$ cat config.mk
export PLATFORM = sky130hd
export DESIGN_NAME = immediate_encoder
export DESIGN_NICKNAME = d
export VERILOG_FILES = /design/src/rtl/immediate_encoder_pkg.sv /design/src/rtl/immediate_encoder_range_check.sv /design/src/rtl/immediate_encoder.sv
export SDC_FILE = /design/constraint.sdc
export NUM_CORES = 1
export LEC_CHECK = 0
export ABC_AREA = 1
export CAP_MARGIN = 30
export CORE_MARGIN = 5
export CORE_UTILIZATION = 45
export CTS_BUF_LIST = sky130_fd_sc_hd__clkbuf_4 sky130_fd_sc_hd__clkbuf_8
export DETAILED_ROUTE_END_ITERATION = 10
export PLACE_DENSITY = 0.72
export SLEW_MARGIN = 10
export SYNTH_ARGS = -nofsm -noshare
export SYNTH_HDL_FRONTEND = slang
export SYNTH_SLANG_ARGS = --single-unit
export TNS_END_PERCENT = 20
$ cat constraint.sdc
create_clock -name Clk -period 2 [get_ports Clk]
set_clock_uncertainty 0.2 [all_clocks]
set_input_delay 0.4 -clock Clk [delete_from_list [all_inputs] [get_ports Clk]]
set_output_delay 0.4 -clock Clk [all_outputs]
set_load 0.005 [all_outputs]
$ cat src/rtl/immediate_encoder_pkg.sv
// Shared definitions for the immediate encoder.
// Holds the Format and Control codes, field widths and placements, the FSM state type, the
// per-beat record, and helpers that pick the MOVZ beats.
// There are no ports; the other files import this package.
package immediate_encoder_pkg;

  // Format codes. Codes 101-111 are reserved.
  localparam logic [2:0] FmtI    = 3'b000;
  localparam logic [2:0] FmtD    = 3'b001;
  localparam logic [2:0] FmtB    = 3'b010;
  localparam logic [2:0] FmtCb   = 3'b011;
  localparam logic [2:0] FmtMovz = 3'b100;

  // Sign-extender control codes. MOVZ beats use 100+k for 16-bit chunk k.
  localparam logic [2:0] CtrlI     = 3'b000;
  localparam logic [2:0] CtrlD     = 3'b001;
  localparam logic [2:0] CtrlB     = 3'b010;
  localparam logic [2:0] CtrlCb    = 3'b011;
  localparam logic [2:0] CtrlMovz0 = 3'b100;
  localparam logic [2:0] CtrlMovz1 = 3'b101;
  localparam logic [2:0] CtrlMovz2 = 3'b110;
  localparam logic [2:0] CtrlMovz3 = 3'b111;

  // Field widths and their bit position inside the packed instruction.
  localparam int unsigned InstrWidth = 26;
  localparam int unsigned IWidth     = 12;
  localparam int unsigned DWidth     = 9;
  localparam int unsigned BWidth     = 26;
  localparam int unsigned CbWidth    = 19;
  localparam int unsigned ChunkWidth = 16;
  localparam int unsigned IShift     = 10;
  localparam int unsigned DShift     = 12;
  localparam int unsigned CbShift    = 5;
  localparam int unsigned ChunkShift = 5;
  localparam int unsigned NumChunks  = 4;

  typedef enum logic [0:0] {
    StIdle,
    StEmit
  } state_e;

  // One output beat.
  typedef struct packed {
    logic [InstrWidth-1:0] bits;
    logic [2:0]            ctrl;
    logic                  last;
  } beat_t;

  // Bit k is set when 16-bit chunk k of the value is non-zero.
  function automatic logic [NumChunks-1:0] chunk_mask(input logic [63:0] value);
    logic [NumChunks-1:0] m;
    m = '0;
    for (int k = 0; k < NumChunks; k++) begin
      m[k] = |value[ChunkWidth*k +: ChunkWidth];
    end
    return m;
  endfunction

  // Beat for the lowest pending chunk.
  // An empty mask only happens for Value=0. In that case it yields the single all-zero
  // chunk-0 beat with Last set.
  function automatic beat_t movz_beat(input logic [63:0] value, input logic [NumChunks-1:0] mask);
    logic [1:0]            k;
    logic [ChunkWidth-1:0] chunk;
    beat_t                 b;
    k = 2'd0;
    for (int i = NumChunks - 1; i >= 0; i--) begin
      if (mask[i]) k = 2'(i);
    end
    chunk  = value[ChunkWidth*k +: ChunkWidth];
    b.bits = InstrWidth'(chunk) << ChunkShift;
    b.ctrl = CtrlMovz0 | {1'b0, k};
    // Last when at most one bit is still pending.
    b.last = (mask & (mask - 4'd1)) == 4'd0;
    return b;
  endfunction

endpackage

$ cat src/rtl/immediate_encoder_range_check.sv
// Combinational range check and field packing for the single-beat formats.
// Ports:
//   value_i  - the 64-bit target immediate.
//   format_i - the Format code.
//   fits_o   - the value is encodable in the format. This is always 1 for MOVZ and 0 for the
//              reserved codes.
//   bits_o   - the packed instruction field. It is zero when fits_o is 0 and for MOVZ.
module range_check
  import immediate_encoder_pkg::*;
(
  input  logic [63:0]           value_i,
  input  logic [2:0]            format_i,
  output logic                  fits_o,
  output logic [InstrWidth-1:0] bits_o
);

  // True when value[63:w-1] is all zeros or all ones, so the value is a w-bit signed quantity.
  function automatic logic upper_equal(input logic [63:0] v, input int unsigned w);
    logic [63:0] hi_mask;
    hi_mask = {64{1'b1}} << (w - 1);
    return ((v & hi_mask) == hi_mask) || ((v & hi_mask) == 64'd0);
  endfunction

  logic [InstrWidth-1:0] packed_bits;

  always_comb begin
    fits_o      = 1'b0;
    packed_bits = '0;
    case (format_i)
      FmtI: begin
        fits_o      = upper_equal(value_i, IWidth);
        packed_bits = InstrWidth'(value_i[IWidth-1:0]) << IShift;
      end
      FmtD: begin
        fits_o      = upper_equal(value_i, DWidth);
        packed_bits = InstrWidth'(value_i[DWidth-1:0]) << DShift;
      end
      FmtB: begin
        fits_o      = upper_equal(value_i, BWidth);
        packed_bits = InstrWidth'(value_i[BWidth-1:0]);
      end
      FmtCb: begin
        fits_o      = upper_equal(value_i, CbWidth);
        packed_bits = InstrWidth'(value_i[CbWidth-1:0]) << CbShift;
      end
      FmtMovz: begin
        // Any value can be materialised chunk by chunk.
        fits_o = 1'b1;
      end
      default: begin
        fits_o = 1'b0;
      end
    endcase
    bits_o = fits_o ? packed_bits : '0;
  end

endmodule

$ cat src/rtl/immediate_encoder.sv
// Encodes a 64-bit immediate into instruction fields, one output beat at a time.
// I, D, B and CB requests, and the reserved formats, produce a single beat. MOVZ produces one
// beat per non-zero 16-bit chunk, lowest chunk first.
// Ports:
//   Clk, Reset      - the clock, and a synchronous active-high reset.
//   InValid/InReady - the request handshake, carrying Value (64 bits) and Format (3 bits).
//   OutValid/OutReady - the output beat handshake.
//   InstructionBits - the packed field (26 bits).
//   Control         - the sign-extender control code (3 bits).
//   Last            - marks the final beat of a request.
//   RangeError      - Value is not encodable, or the format is reserved.
module immediate_encoder
  import immediate_encoder_pkg::*;
(
  input  logic                  Clk,
  input  logic                  Reset,
  input  logic                  InValid,
  output logic                  InReady,
  input  logic [63:0]           Value,
  input  logic [2:0]            Format,
  output logic                  OutValid,
  input  logic                  OutReady,
  output logic [InstrWidth-1:0] InstructionBits,
  output logic [2:0]            Control,
  output logic                  Last,
  output logic                  RangeError
);

  state_e                state_q;
  logic [63:0]           val_q;
  logic [2:0]            fmt_q;
  logic [NumChunks-1:0]  mask_q;
  logic                  out_valid_q;
  logic [InstrWidth-1:0] bits_q;
  logic [2:0]            ctrl_q;
  logic                  last_q;
  logic                  rerr_q;

  logic                  rc_fits;
  logic [InstrWidth-1:0] rc_bits;
  logic [NumChunks-1:0]  in_mask;
  logic [NumChunks-1:0]  nxt_mask;
  beat_t                 acc_beat;
  beat_t                 nxt_beat;

  // The range check looks at the incoming request, so the first beat can be registered at
  // accept time.
  range_check u_range_check (
    .value_i  (Value),
    .format_i (Format),
    .fits_o   (rc_fits),
    .bits_o   (rc_bits)
  );

  always_comb begin
    in_mask  = chunk_mask(Value);
    acc_beat = movz_beat(Value, in_mask);
    // Each MOVZ handshake retires the lowest pending chunk.
    nxt_mask = mask_q & (mask_q - 4'd1);
    nxt_beat = movz_beat(val_q, nxt_mask);
  end

  always_ff @(posedge Clk) begin
    if (Reset) begin
      state_q     <= StIdle;
      val_q       <= '0;
      fmt_q       <= '0;
      mask_q      <= '0;
      out_valid_q <= 1'b0;
      bits_q      <= '0;
      ctrl_q      <= '0;
      last_q      <= 1'b0;
      rerr_q      <= 1'b0;
    end else begin
      case (state_q)
        StIdle: begin
          if (InValid) begin
            state_q     <= StEmit;
            val_q       <= Value;
            fmt_q       <= Format;
            out_valid_q <= 1'b1;
            if (Format == FmtMovz) begin
              mask_q <= in_mask;
              bits_q <= acc_beat.bits;
              ctrl_q <= acc_beat.ctrl;
              last_q <= acc_beat.last;
              rerr_q <= 1'b0;
            end else begin
              mask_q <= '0;
              bits_q <= rc_bits;
              ctrl_q <= Format;
              last_q <= 1'b1;
              rerr_q <= ~rc_fits;
            end
          end
        end
        StEmit: begin
          if (OutReady) begin
            if (last_q) begin
              state_q     <= StIdle;
              mask_q      <= '0;
              out_valid_q <= 1'b0;
              bits_q      <= '0;
              ctrl_q      <= '0;
              last_q      <= 1'b0;
              rerr_q      <= 1'b0;
            end else if (fmt_q == FmtMovz) begin
              mask_q <= nxt_mask;
              bits_q <= nxt_beat.bits;
              ctrl_q <= nxt_beat.ctrl;
              last_q <= nxt_beat.last;
            end
          end
        end
        default: state_q <= StIdle;
      endcase
    end
  end

  assign InReady         = (state_q == StIdle);
  assign OutValid        = out_valid_q;
  assign InstructionBits = bits_q;
  assign Control         = ctrl_q;
  assign Last            = last_q;
  assign RangeError      = rerr_q;

endmodule

==> Word level (Yosys, flattened, before mapping) <==
Cells that the tools add are included.
{ "totals": {"word_cells": 97, "in_bits": 71, "out_inout_bits": 33, "regBits": 104} }
{ "classes": {"n_shift": 2, "n_bitwise": 5, "n_mux": 46, "add_sub_neg": 3, "n_reduce_logical": 19, "eq_ne": 13} }
{ "ops": {"columns": ["op", "count"], "rows": [
  ["$logic_not A64 Y1", 4],
  ["$mux W26", 6],
  ["$shiftx A64 B7 Y16", 2],
  ["$pmux W26 S4", 1],
  ["$reduce_or A16 Y1", 4],
  ["$eq A56 B56 Y1 const B", 1],
  ["$eq A53 B53 Y1 const B", 1],
  ["$pmux W26 S2", 1],
  ["$eq A46 B46 Y1 const B", 1],
  ["$eq A39 B39 Y1 const B", 1],
  ["$mux W4", 5],
  ["$mux W2", 8],
  ["$mux W3", 5],
  ["$mux W1", 13],
  ["$and A4 B4 Y4", 3],
  ["$sub A4 B1 Y4 const B", 3],
  ["$logic_not A4 Y1", 2],
  ["$pmux W1 S2", 4],
  ["$pmux W4 S2", 1],
  ["$eq A3 B2 Y1 const B", 2],
  ["$eq A3 B3 Y1 const B", 2],
  ["$pmux W3 S2", 1],
  ["$reduce_and A3 Y1", 2],
  ["$pmux W1 S5", 1],
  ["8 further kinds", 14]
]} }

==> Logic depth before layout (Yosys ltp) <==
{ "depth": {"depth_word": 11, "ltp_mapped": 16, "depth_no_buf": 14} }

==> Cells and area by module <==
A second synthesis with hierarchy kept.
{ "unflattened": {"cells_unflattened": 1185, "area_unflattened_um2": 6995.5} }
{ "by_module_without_submodules": {"columns": ["mod", "seq_area_each_um2", "cells_per_inst", "instances", "area_each_um2"], "rows": [
  ["immediate_encoder", 2082.0, 857, 1, 5530.3],
  ["range_check", 0.0, 328, 1, 1465.2]
]} }

==> Least setup slack after synthesis <==
OpenSTA, ideal clock, no wires.
{ "synth_path": {"path_type": "input to register", "startpoint": "input Value[43]", "endpoint": "register bits_q[0] (netlist: InstructionBits[0])", "t_arrival_ps": 1766, "setup_time_ps": 70, "setup_slack_ps": -36, "cell_stages": 14, "required_ps": 1730, "path_buffers": 1, "path_cell_list": "nor2_1 > nand2_1 > nor2_1 > nand2_1 > nor2_4 > nand2_1 > nand2_1 > nand2_1 > nand3_4 > nor2_4 > clkinv_2 > buf_4 > nand3_1 > a21oi_1"} }
{ "synth_via": {"elab_chain_cells": 7, "elab_cells_between_ends": 17, "cone_classes": "eq/ne: 4; mux: 5; reduce/logical: 8"} }
{ "synth_lines": {"columns": ["item", "line_no", "source"], "rows": [
  ["start, declared", "immediate_encoder.sv:19", "input logic [63:0] Value,"],
  ["$eq A56 B56 Y1, or another cell as far along", "immediate_encoder_range_check.sv:21", "return ((v & hi_mask) == hi_mask) || ((v & hi_mask) == 64'd0);"],
  ["$logic_or A1 B1 Y1", "immediate_encoder_range_check.sv:21", null],
  ["$pmux W1 S5 (*)", "immediate_encoder_range_check.sv:29", "case (format_i)"],
  ["$mux W26 (*)", "immediate_encoder_range_check.sv:54", "bits_o = fits_o ? packed_bits : '0;"],
  ["$mux W26 (*)", "immediate_encoder.sv:82", "if (Format == FmtMovz) begin"],
  ["$mux W26 (*)", "immediate_encoder.sv:77", "if (InValid) begin"],
  ["$pmux W26 S2 (*)", "immediate_encoder.sv:75", "case (state_q)"],
  ["end signal, assigned", "immediate_encoder.sv:84", "bits_q <= acc_beat.bits;"],
  ["end signal, assigned", "immediate_encoder.sv:90", "bits_q <= rc_bits;"],
  ["end signal, assigned", "immediate_encoder.sv:109", "bits_q <= nxt_beat.bits;"],
  ["end, declared", "immediate_encoder.sv:34", "logic [InstrWidth-1:0] bits_q;"]
]} }
Mark *: on every way between the ends. The rest lies on a longest branch, timed or not. The select of a mux whose other input is x is not followed.
A chain may end at the register's enable or synchronous reset.

==> Worst setup path in the final report <==
{ "layout_path": {"startpoint": "input Value[11]", "endpoint": "register bits_q[17] (netlist: InstructionBits[17])"} }
{ "layout_via": {"elab_chain_cells": 7, "elab_cells_between_ends": 14, "cone_classes": "eq/ne: 2; shift: 1; mux: 6; reduce/logical: 5"} }
{ "layout_lines": {"columns": ["item", "line_no"], "rows": [
  ["parallel branches: the longest is 4 deep, another holds $shiftx A64 B7 Y16", null],
  ["$mux W26 (*)", "immediate_encoder.sv:82"],
  ["$mux W26 (*)", "immediate_encoder.sv:77"],
  ["$pmux W26 S2 (*)", "immediate_encoder.sv:75"]
]} }
Mark *: on every way between the ends. The select of a mux whose other input is x is not followed.

==> results.cfg <==
[run_status]
status = complete, but fails checks
violations = negative setup slack

[routing]
vias = 8697
vias_per_cell = 5.629
drt_wl_total_mm = 28.76
routed_length_on_met1_mm = 11.99
antenna_left = 0
firstDrtPassIters = 6
wl_per_cell_um = 18.62
residual_drc = 0
drtIter0Drc = 1186
detailroute.wirelength.met2_mm = 12.89
met3WireLength_mm = 3.045
route.top_layer_used = met4

[floorplanning]
full_die_area_um2 = 16840
num_rows = 43
die_w_um = 129.8
initial_utilization = 0.4614
pin_count = 104
core-area_um2 = 13990
dieHeight_um = 129.8

[pwr]
power.share.switching = 0.3412
leakagePower_nw = 4.619
p_int_w = 0.003445
power_switching_w = 0.001784
pwr-share-seq = 0.446
power.share.combinational = 0.302
irDropWorstVdd_uv = 321.3
share_clk_of_total_power = 0.252
power_per_cell_area_nw_per_um2 = 519.0

[synthesis]
yosys.area.top_type_share = 0.3226
yosysTopAreaCell = sky130_fd_sc_hd__dfxtp_1
distinct_cell_type_count_after_synthesis = 38
synth_cell_area_um2 = 6454
muxShareOfSynthArea = 0
synthCells = 1070
adder_cell_share_of_the_synthesized_area = 0
synth_area_per_cell_um2 = 6.031
yosys.area_share.simple = 0.3691
net_count_after_synthesis = 1141
synth_edf_count = 0
synth_seq_area_share = 0.3226
ys_seq_elements = 104
combinational_family_with_the_most_area_after_synthesis = simple AND/OR/NAND/NOR gates
async_reset_ff_frac = 0
synth-compound-area-share = 0.2092
yosys_warnings = 0
synth_xor_xnor_area_share = 0
synth_area_leaders = sky130_fd_sc_hd__dfxtp_1 32%, sky130_fd_sc_hd__nand2_1 15%, sky130_fd_sc_hd__nand3_1 10%, sky130_fd_sc_hd__nor2_1 7.6%, sky130_fd_sc_hd__a21oi_1 7.4%
yosys_most_used_dff = sky130_fd_sc_hd__dfxtp_1

[cells_and_area]
final_layout_size_suffix_gt1_frac = 0.3341
area_of_the_multi_input_gates_um2 = 4292
nFillCells = 1235
nets = 1431
instances_no_fill = 1545
antenna-diode-count = 0
finalInstanceArea_um2 = 10070
layout.area.seq_um2 = 2085
syn_to_final_growth_pct = 56.11

[clocking]
path_clk_slew_ns = 0.12
tritoncts.num_buffers = 9
cts-root-to-sink-buffers = 2
htreeDepth = 3
clock_latency_ns = 0.40
numClockSinks = 104
root_buffer = sky130_fd_sc_hd__clkbuf_8
tritoncts_clock_tree = yes
cts_hold_repair.buffers = 0

[grt]
largest_net_degree_at_the_start_of_global_routing = 84
first_global_vias = 8003
first_pass_grt_wire_length_mm = 42.66
grt.overflow.total = 0
grt_antenna_before_repair = 0
globalRouteTotalUtil = 0.3284

[critical_path]
crit_startpoint = Value[11]
worst-endpoint-required_ns = 2.12
critPathArrivalTime_ns = 2.15
r2r_cells = 12
worstReg2RegEnd = InstructionBits[20]$_SDFFE_PP0P_
critical_path_class = primary input to flop
regToRegStartpoint = mask_q[1]$_SDFFE_PP0P_
regToRegSetupSlack_ns = 0.05
start_kind = primary input
worstSetupEndpoint = InstructionBits[17]$_SDFFE_PP0P_
timing.critical_path.fanout_max = 8
critical_path.endpoint_type = flop

[timing]
final-max-slew-violation-count = 0
setup_tns_ns = -0.02883
fin_crit_sh = 1.014
final.setup.worst_slack_ns = -0.02883
hold_violations = 0
max_slew.worst_pin.slew_ns = 0.4781
number_of_setup_violations_in_the_final_report = 1
final.min_clock_period_ns = 2.029
max_freq_mhz = 492.9
setup_repair_after_global_routing_missed_its_margin = yes
slew_headroom = 0.6801
whs_ns = 0.2156

[placed_design]
place_inst = 1498
dp_worst_setup_slack_ns = -0.7380
place.gp.congestion = 1.012
numPortBuffers = 103
post-dp-hpwl_mm = 21.72
dpl_cell_area_um2 = 9089

[run]
cap_violations = 0

[worst_hold_path]
hold_path.class = primary input to flop
flip-flops by register name (all words and copies together) (netlist names):
register and flops:
RangeError 1, Control 3, mask_q 4, InstructionBits 26, OutValid 1, state_q 1
fmt_q 3, val_q 64, Last 1
Yosys cell counts (2+ instances only):
library cell and number:
sky130_fd_sc_hd__nand3_1 135, sky130_fd_sc_hd__buf_2 12, sky130_fd_sc_hd__nor3_2 2, sky130_fd_sc_hd__nand4_1 8, sky130_fd_sc_hd__clkinv_1 2, sky130_fd_sc_hd__buf_1 2, sky130_fd_sc_hd__a21oi_1 95, sky130_fd_sc_hd__o221ai_1 3
sky130_fd_sc_hd__a221oi_1 6, sky130_fd_sc_hd__nand2_2 3, sky130_fd_sc_hd__o21ai_0 83, sky130_fd_sc_hd__nor2_1 131, sky130_fd_sc_hd__o2111ai_1 4, sky130_fd_sc_hd__o21bai_1 9, sky130_fd_sc_hd__a211oi_1 2, sky130_fd_sc_hd__inv_2 9
sky130_fd_sc_hd__o22ai_1 31, sky130_fd_sc_hd__clkbuf_1 37, sky130_fd_sc_hd__nor2_4 3, sky130_fd_sc_hd__nor3_1 7, sky130_fd_sc_hd__a22oi_1 2, sky130_fd_sc_hd__dfxtp_1 104, sky130_fd_sc_hd__a31oi_1 4, sky130_fd_sc_hd__nand2_1 264
sky130_fd_sc_hd__inv_1 98, sky130_fd_sc_hd__nor2_2 2
final cells by class:
cell class,count,share of cell area
clock buffer,10,0.01304
clock inverter,6,0.005713
inverter,110,0.04173
multi-input combinational,804,0.4260
sequential,104,0.2069
tap,180,0.02235
timing repair buffer,329,0.2828
timing repair inverter,2,0.001490
timing repair:
action,4_1_cts,5_1_grt
resized for setup,130,243
setup buffers,3,21
gates cloned,2,5
setup endpoints to repair,29,31
pin swaps,27,82
cell usage in the layout, fill, tap and decap left out, types with 5 or more instances in the layout:
cell	n
sky130_fd_sc_hd__nand2_4	7
sky130_fd_sc_hd__nor3_2	5
sky130_fd_sc_hd__inv_2	19
sky130_fd_sc_hd__o22ai_1	30
sky130_fd_sc_hd__buf_12	10
sky130_fd_sc_hd__clkdlybuf4s50_1	36
sky130_fd_sc_hd__dlymetal6s2s_1	10
sky130_fd_sc_hd__nand2_2	32
sky130_fd_sc_hd__buf_6	37
sky130_fd_sc_hd__inv_1	88
sky130_fd_sc_hd__nand3_1	111
sky130_fd_sc_hd__nor2_4	12
sky130_fd_sc_hd__nor2_2	33
sky130_fd_sc_hd__dfxtp_1	102
sky130_fd_sc_hd__a21oi_2	19
sky130_fd_sc_hd__buf_4	180
sky130_fd_sc_hd__a21oi_1	76
sky130_fd_sc_hd__clkbuf_2	41
sky130_fd_sc_hd__nand4_1	8
sky130_fd_sc_hd__nand3_2	23
sky130_fd_sc_hd__clkbuf_8	9
sky130_fd_sc_hd__o21ai_0	83
sky130_fd_sc_hd__nand2_1	229
sky130_fd_sc_hd__o21bai_1	8
sky130_fd_sc_hd__nor2_1	91
sky130_fd_sc_hd__clkdlybuf4s15_1	11
worst min path at each step:
stage	slack [ns]	to	start	cells past startpoint
floorplan	0.25	val_q[24]$_SDFFE_PP0P_	val_q[24]$_SDFFE_PP0P_	2
global placement	0.25	OutValid$_SDFFE_PP0P_	OutValid$_SDFFE_PP0P_	2
detailed placement	0.26	OutValid$_SDFFE_PP0P_	OutValid$_SDFFE_PP0P_	2
CTS	0.27	OutValid$_SDFFE_PP0P_	OutValid$_SDFFE_PP0P_	2
global route	0.21	val_q[3]$_SDFFE_PP0P_	Value[3]	4
finish	0.22	val_q[3]$_SDFFE_PP0P_	Value[3]	4
kinds of logic (layout without fill, tap and decap cells):
kind of cell | after synthesis | in the layout
simple gates | 560 | 561
compound gates | 243 | 243
buf+inv | 163 | 457
flops | 104 | 104
critical path: stages:
cell	delay, ns
sky130_fd_sc_hd__buf_6	0.10
sky130_fd_sc_hd__nor2_2	0.10
sky130_fd_sc_hd__nand4_1	0.20
sky130_fd_sc_hd__nor3_4	0.26
sky130_fd_sc_hd__buf_12	0.14
sky130_fd_sc_hd__nand2_4	0.05
sky130_fd_sc_hd__nor2_4	0.20
sky130_fd_sc_hd__clkbuf_16	0.19
sky130_fd_sc_hd__nand3_2	0.07
sky130_fd_sc_hd__nand2_1	0.09
sky130_fd_sc_hd__nand2_1	0.05
sky130_fd_sc_hd__nand2_1	0.09
sky130_fd_sc_hd__nand2_1	0.07
sky130_fd_sc_hd__a21oi_1	0.13
metrics by stage:
step,util,power [W]
2_1_floorplan,-,0.002951
3_3_place_gp,0.6497,0.003777
3_5_place_dp,0.6497,0.003795
4_1_cts,0.6797,0.005094
5_1_grt,0.7202,0.005443
6_report,0.7202,0.005229
power groups by stage:
stage | clock network, W | registers (W) | logic (W)
3_5_place_dp | 0 | 0.00237 | 0.00142
3_3_place_gp | 0 | 0.00237 | 0.00141
6_report | 0.00132 | 0.00233 | 0.00158
5_1_grt | 0.00139 | 0.00235 | 0.00170
2_1_floorplan | 0 | 0.00236 | 0.000595
4_1_cts | 0.00132 | 0.00233 | 0.00144
layer usage:
layer / vias up / global-route usage
met5: - / 0
met4: 0 / 0.1155
met3: 62 / 0.06467
met2: 499 / 0.4980
met1: 3994 / 0.4666
li1: 4142 / -
(Power assumes the default switching activity.)
